File: src/rtl/pipe_hazard_ctrl.sv
// Central pipeline hazard controller.
// Drives per-register control words, PC hold, memory watchdog and perf counters.
module pipe_hazard_ctrl #(
  parameter int unsigned TIMEOUT = 256,
  parameter int unsigned CNT_W   = 32
) (
  input  logic             clk,
  input  logic             rst,
  input  logic             if_ready_i,
  input  logic [4:0]       id_rs1_i,
  input  logic [4:0]       id_rs2_i,
  input  logic [4:0]       ex_rd_i,
  input  logic             ex_mem_read_i,
  input  logic             ex_redirect_i,
  input  logic             mem_req_i,
  input  logic             mem_ready_i,
  output logic             pc_stall_o,
  output logic [1:0]       ctrl_if_id_o,
  output logic [1:0]       ctrl_id_ex_o,
  output logic [1:0]       ctrl_ex_mem_o,
  output logic [1:0]       ctrl_mem_wb_o,
  output logic             err_o,
  output logic [CNT_W-1:0] stall_cnt_o,
  output logic [CNT_W-1:0] flush_cnt_o
);

  localparam logic [1:0] C_DEF   = 2'b00;
  localparam logic [1:0] C_STALL = 2'b01;
  localparam logic [1:0] C_BUB   = 2'b10;

  localparam int unsigned WC_W = $clog2(TIMEOUT + 1);
  localparam logic [WC_W-1:0] WC_LAST = WC_W'(TIMEOUT - 1);

  typedef enum logic [1:0] {
    S_RUN,
    S_MEM_WAIT,
    S_ERR
  } state_t;

  state_t            state_q;
  logic [WC_W-1:0]   wait_cnt_q;
  logic              err_q;
  logic [CNT_W-1:0]  stall_cnt_q, stall_cnt_d;
  logic [CNT_W-1:0]  flush_cnt_q, flush_cnt_d;

  logic mem_wait;
  logic load_use;
  logic in_err;
  logic sel_rst, sel_err, sel_wait, sel_redir;
  logic sel_lu, sel_ifnr, sel_def;

  assign mem_wait = mem_req_i & ~mem_ready_i;
  assign in_err   = (state_q == S_ERR);

  assign load_use = ex_mem_read_i
                  & (ex_rd_i != 5'd0)
                  & ((ex_rd_i == id_rs1_i)
                   | (ex_rd_i == id_rs2_i));

  // One-hot rule select, highest priority first
  assign sel_rst   = rst;
  assign sel_err   = ~rst & in_err;
  assign sel_wait  = ~rst & ~in_err & mem_wait;
  assign sel_redir = ~rst & ~in_err & ~mem_wait
                   & ex_redirect_i;
  assign sel_lu    = ~rst & ~in_err & ~mem_wait
                   & ~ex_redirect_i & load_use;
  assign sel_ifnr  = ~rst & ~in_err & ~mem_wait
                   & ~ex_redirect_i & ~load_use
                   & ~if_ready_i;
  assign sel_def   = ~rst & ~in_err & ~mem_wait
                   & ~ex_redirect_i & ~load_use
                   & if_ready_i;

  // Same-cycle control word decode from state and inputs
  always_comb begin
    pc_stall_o    = 1'b0;
    ctrl_if_id_o  = C_DEF;
    ctrl_id_ex_o  = C_DEF;
    ctrl_ex_mem_o = C_DEF;
    ctrl_mem_wb_o = C_DEF;
    unique case (1'b1)
      sel_rst: begin
        pc_stall_o    = 1'b1;
        ctrl_if_id_o  = C_BUB;
        ctrl_id_ex_o  = C_BUB;
        ctrl_ex_mem_o = C_BUB;
        ctrl_mem_wb_o = C_BUB;
      end
      sel_err: begin
        pc_stall_o    = 1'b1;
        ctrl_if_id_o  = C_STALL;
        ctrl_id_ex_o  = C_STALL;
        ctrl_ex_mem_o = C_STALL;
        ctrl_mem_wb_o = C_STALL;
      end
      sel_wait: begin
        pc_stall_o    = 1'b1;
        ctrl_if_id_o  = C_STALL;
        ctrl_id_ex_o  = C_STALL;
        ctrl_ex_mem_o = C_STALL;
        ctrl_mem_wb_o = C_BUB;
      end
      sel_redir: begin
        ctrl_if_id_o  = C_BUB;
        ctrl_id_ex_o  = C_BUB;
      end
      sel_lu: begin
        pc_stall_o    = 1'b1;
        ctrl_if_id_o  = C_STALL;
        ctrl_id_ex_o  = C_BUB;
      end
      sel_ifnr: begin
        pc_stall_o    = 1'b1;
        ctrl_if_id_o  = C_BUB;
      end
      sel_def: begin
        pc_stall_o    = 1'b0;
      end
      default: begin
        pc_stall_o    = 1'b0;
      end
    endcase
  end

  // Memory-wait watchdog; ERR is sticky until reset
  always_ff @(posedge clk) begin
    if (rst) begin
      state_q    <= S_RUN;
      wait_cnt_q <= '0;
      err_q      <= 1'b0;
    end else begin
      unique case (state_q)
        S_RUN: begin
          if (mem_wait) begin
            state_q    <= S_MEM_WAIT;
            wait_cnt_q <= WC_W'(1);
          end
        end
        S_MEM_WAIT: begin
          if (!mem_wait) begin
            state_q    <= S_RUN;
            wait_cnt_q <= '0;
          end else if (wait_cnt_q >= WC_LAST) begin
            state_q    <= S_ERR;
            err_q      <= 1'b1;
          end else begin
            wait_cnt_q <= wait_cnt_q + WC_W'(1);
          end
        end
        S_ERR: begin
          err_q <= 1'b1;
        end
        default: begin
          state_q    <= S_ERR;
          err_q      <= 1'b1;
        end
      endcase
    end
  end

  // Saturating performance counter next-state
  always_comb begin
    stall_cnt_d = stall_cnt_q;
    flush_cnt_d = flush_cnt_q;
    if (!rst && pc_stall_o && (stall_cnt_q != '1))
      stall_cnt_d = stall_cnt_q + 1'b1;
    if (sel_redir && (flush_cnt_q != '1))
      flush_cnt_d = flush_cnt_q + 1'b1;
  end

  // Performance counter registers
  always_ff @(posedge clk) begin
    if (rst) begin
      stall_cnt_q <= '0;
      flush_cnt_q <= '0;
    end else begin
      stall_cnt_q <= stall_cnt_d;
      flush_cnt_q <= flush_cnt_d;
    end
  end

  assign err_o       = err_q;
  assign stall_cnt_o = stall_cnt_q;
  assign flush_cnt_o = flush_cnt_q;

endmodule

File: config.mk
export PLATFORM = sky130hd
export DESIGN_NAME = pipe_hazard_ctrl
export DESIGN_NICKNAME = d
export VERILOG_FILES = /design/src/rtl/pipe_hazard_ctrl.sv
export SDC_FILE = /design/constraint.sdc
export NUM_CORES = 1
export LEC_CHECK = 0
export CAP_MARGIN = 10
export CORE_MARGIN = 10
export CORE_UTILIZATION = 28
export CTS_CLUSTER_SIZE = 8
export DETAILED_ROUTE_END_ITERATION = 8
export GPL_TIMING_DRIVEN = 0
export SYNTH_ARGS = -nofsm -noshare
export SYNTH_HDL_FRONTEND = slang
export SYNTH_SLANG_ARGS = --single-unit
File: constraint.sdc
create_clock -name clk -period 2.6 [get_ports clk]
set_input_delay 0.52 -clock clk [delete_from_list [all_inputs] [get_ports clk]]
set_output_delay 0.52 -clock clk [all_outputs]
set_load 0.02 [all_outputs]
* Word-level counts from Yosys, hierarchy flattened
Index checks and enable logic that the tools add are counted.
Word-level totals: register bits after elaboration 76, output and inout port bits 74, memory bits (read-only) 0, bits in latches 0, memories kept 0, logic and storage cells 73, bits of input ports 22, bits in writable memories 0
Operators by class: divide/modulo/power cells 0, bitwise operators 21, reductions and logical operators 16, equal/unequal tests 11, shifts and indexed selects 0, magnitude comparators 1, multipliers 0, add/sub/neg operators 3, muxes and demuxes 16
Operator list (count):
- $add 32x1->32 const B | 2
- $ne 32x32->1 const B | 2
- $mux 9 | 3
- $pmux 9 s2 | 1
- $pmux 2 s2 | 4
- $and 1x1->1 | 12
- $eq 5x5->1 | 2
- $add 9x1->9 const B | 1
- $ge 9x8->1 const B | 1
- $reduce_and 3->1 | 3
- $reduce_or 3->1 | 3
- $not 1->1 | 8
- $mux 2 | 3
- $ne 2x2->1 const B | 3
- $ne 3x3->1 const B | 2
- $pmux 2 s3 | 1
- $reduce_bool 5->1 | 1
- $reduce_or 5->1 | 1
- $reduce_or 2->1 | 2
- $logic_and 1x1->1 | 3
- $mux 1 | 3
- $eq 2x1->1 const B | 1
- $eq 2x2->1 const B | 1
- $logic_not 2->1 | 1
- other kinds (4) | 4

* Depth between registers and ports, before layout
depth after elaboration 11, mapped depth 9, depth with buffers taken out 8

* Least setup slack after synthesis
No wires, ideal clock.
path type input -> output, from input port ex_rd_i[3], to output port ctrl_if_id_o[0], stages on the path 5, buffers on the path 0, data required time 2080 ps, arrival 1754 ps, path slack 326 ps, cell sequence xor2_1 nor3_1 a22oi_1 or3_1 a21oi_1
Between the ends: cells in the longest elaborated chain, start to end 8
RTL lines:
- start: declaration | line 12 | input logic [4:0] ex_rd_i,
- $eq 5x5->1 (tied with other cells) | line 57 | & ((ex_rd_i == id_rs1_i)
- $or 1x1->1 / $and 1x1->1 (equally long branches) | line 58, 56
- $and 1x1->1 * | line 57
- $not 1->1
- $and 1x1->1
- $and 1x1->1 | line 70 | & ~if_ready_i;
- $reduce_or 3->1 (no line)
- $pmux 2 s2 * | line 82 | unique case (1'b1)
- end: declaration | line 18 | output logic [1:0] ctrl_if_id_o,
Mark *: on every way between the ends. The rest lies on a longest branch, timed or not.

* Worst setup path in the final report
from input port ex_rd_i[3], to output port pc_stall_o
Between the ends: cells in the longest elaborated chain, start to end 8
RTL lines:
- $eq 5x5->1 (tied with other cells) | line 57
- $or 1x1->1 / $and 1x1->1 (equally long branches) | line 58, 56
- $and 1x1->1 * | line 57
- $not 1->1
- $and 1x1->1
- $and 1x1->1 | line 70
- $reduce_or 5->1 (no line) *
- $mux 1 * | line 82
- end: declaration | line 17 | output logic pc_stall_o,
Marks and branches as above.

==> flow_summary.toml <==
[final_layout]
finalNetCount = 630
final_cells = 794
multiInputGateArea_sq_um = 2524
final_core_util_pct = 39.28
ff_latch_area_sq_um = 1521
syn_to_final_growth_pct = 38.05
drive_gt1_share_pct = 12.15
fill_cells = 1472

[setup_path]
cp_cell_sequence = "dlygate4sd2_1 > or4_4 > o21ai_4 > nor2_2 > nor2b_1 > o211ai_1 > buf_4"
rr_startpoint = "wait_cnt_q[0]$_SDFFE_PP0P_"
path_buf_inv = 2
critPathLaunchType = "input port"
worstSetupStartpoint = "ex_rd_i[3]"
crit_slowest_cell = "or4_4"
arrival_ns = 2.01
critPathMaxStageDelay_ns = 0.54
cp_max_fo = 3
critical_path.top_delay_family = "simple AND/OR/NAND/NOR gates"
cp.required_ns = 2.08
path_class = "input port to output port"
worst_setup_path_end_kind = "output port"

[drt]
routedWlPerCell_um = 16.46
via_per_inst = 5.209
route.detailed.drc = 0
first_pass_iters = 4
drt_iter0_markers = 301
vias = 4136
drtAntennaViolNets = 0
wl_um = 13070

[global_route]
grt_max_degree = 13
grtUsageTotal_pct = 12.46
grt_pass1_wl_um = 20530
grt-ovfl-total = 0
grt_pass1_vias = 3922
antenna_found_initial = 1

[placed_design]
gp_congestion = 0.8676
pre_cts_ws_ns = -1.000
dp_hpwl_um = 9912
portBuffers = 94
placedCellCount = 772

[clock_network]
cts_buffers = 9
cts_root_buf = "clkbuf_16"
cts_sinks = 76
postCtsHoldBufs = 0
clk_pin_slew_ns = 0.06
clockBufferDepth = 2
cts_tree = "built"
clkLatencyLatePin_ns = 0.33
htreeDepth = 3

[outcome]
status = "finished, final reports clean"

[timing]
grt_setup_unrepaired = "false"
worst_slew_pin_slew_ns = 0.7294
layout_setup_ws_ns = 0.06925
setup_viol = 0
max_clock_freq_mhz = 395.1
relSlewSlack_pct = 51.38
whs_ns = 0.4614
finalCritPeriodShare_pct = 97.34
period_needed_ns = 2.531
hold_violations = 0
fin_skew_ns = 0.005389
drv_slew = 0

[worst_hold_path]
hold_start = "err_o$_SDFFE_PP0P_"
hp-class = "flop to flop"

[synth]
syn-cell-area_sq_um = 4104
synth_common_cells = "76 x dfxtp_1, 59 x nor2_1, 38 x nand2_1, 33 x xor2_1"
synth_top_area_cell = "dfxtp_1"
ys_ff_latch = 76
synthFlopType = "dfxtp_1"
synthArstFlopShare_pct = 0
synth_edf_count = 0
ys_warn_count = 0
yosys-top-cells-area = "dfxtp_1 37%, xor2_1 7.0%, nor2_1 5.4%"
synth_cell_types = 54
synth_cells = 494
synth_fp_nets = 520
synth_most_common_cell = "dfxtp_1"
synth_top_cell_area_share_pct = 37.07
syn_avg_cell_area_sq_um = 8.308
ys_seq_area_share_pct = 37.07

[floorplan]
dieWidth_um = 141.1
rows = 44
ios = 96
start_util_pct = 28.45
dieHeight_um = 141.1
core_sq_um = 14420
die_area_sq_um = 19900

[power_and_ir_drop]
leakage_uw = 0.001971
ir_drop_v = 0.0002911
power_density_nw_per_um2 = 459.4

[job]
max_cap_viol_count = 0
## logic make-up after synthesis
kind of cell | after synthesis | share of synthesized area, %
xor gates and xnor gates | 46 | 9.817
adders and majority gates | 4 | 1.220
muxes | 3 | 0.7317
and+or+nand+nor | 245 | 33.32
DFF | 76 | 37.07
buffers and inverters | 29 | 3.353
AOI/OAI and AO/OA | 91 | 14.48
## placed cells by master, fill, tap and decap left out, types with 4 or more instances in the layout
cell type        Yosys  layout
a21oi_1             25      24
a21oi_2             10      11
and2_1               8       8
and3_1              18      18
and4_1              18      18
buf_2                3       4
buf_4                0       9
clkbuf_1            18      17
clkbuf_16            0       9
clkbuf_2             1       6
clkdlybuf4s50_1      0      71
dfxtp_1             76      76
dlygate4sd2_1        0       8
dlymetal6s2s_1       0       7
ha_1                 4       4
inv_1                5       5
nand2_1             38      38
nand3_1             17      17
nand4_1             25      25
nand4b_1             9       9
nor2_1              59      55
nor3_1              11       8
nor3b_1              5       5
o21ai_0             21      20
o21ai_1              5       5
or3_1               16      16
xnor2_1             13      13
xor2_1              33      33
## flip-flops by register name (all words and copies together) (netlist names)
| signal | cells |
|---|---|
| err_o | 1 |
| state_q | 2 |
| flush_cnt_o | 32 |
| wait_cnt_q | 9 |
| stall_cnt_o | 32 |
## through the flow
step	area (sq um)	setup TNS [ns]	total power, uW
CTS	5622	0	2629
floorplan	4104	0	1310
global placement	5275	-11.28	1404
detailed placement	5275	-13.40	1406
finish	5665	0	2602
global route	5665	0	2689
## layer usage
metal	share of wire, %	global-route usage [%]
met3	4.6	2.217
met4	1.7	4.891
met5	0	0
met2	49	21.28
met1	44	15.07
## timing repair
action / CTS / global route
gates resized for setup: 54 / 18
endpoints found under the setup margin: 14 / 27
setup buffers: 3 / 2
pin swaps: 8 / 9
## final timing paths
check | depth (start not counted) | end | slack (ns)
hold reg to reg | 2 | err_o$_SDFFE_PP0P_ | 0.46
hold / removal | 2 | err_o$_SDFFE_PP0P_ | 0.46
setup / recovery | 7 | pc_stall_o | 0.07
setup reg to reg | 8 | wait_cnt_q[5]$_SDFFE_PP0P_ | 0.15
## worst reg2reg max path, stage by stage, from the launching register on
cell     delay (ns)
dfxtp_1        0.35
ha_1           0.25
and4_1         0.20
ha_1           0.19
a311o_1        0.40
a31oi_2        0.51
nand4_1        0.19
xor2_1         0.17
nor2_1         0.05
## power by group
group	total (uW)	internal, uW	switching [uW]
clock	1210	738	472
sequential	1170	1170	5.55
combinational	217	86.5	130
total	2600	1990	608
## cell type report
class / count / share of cell area (%)
repair buffers: 99 / 16.92
well taps: 184 / 4.064
inverters: 5 / 0.3313
clock buffers: 11 / 4.108
diodes: 1 / 0.04417
flip-flops and latches: 76 / 26.86
clock inverters: 5 / 0.9276
plain buffers: 24 / 2.208
multi-input cells: 389 / 44.55
(Power assumes the default switching activity.)
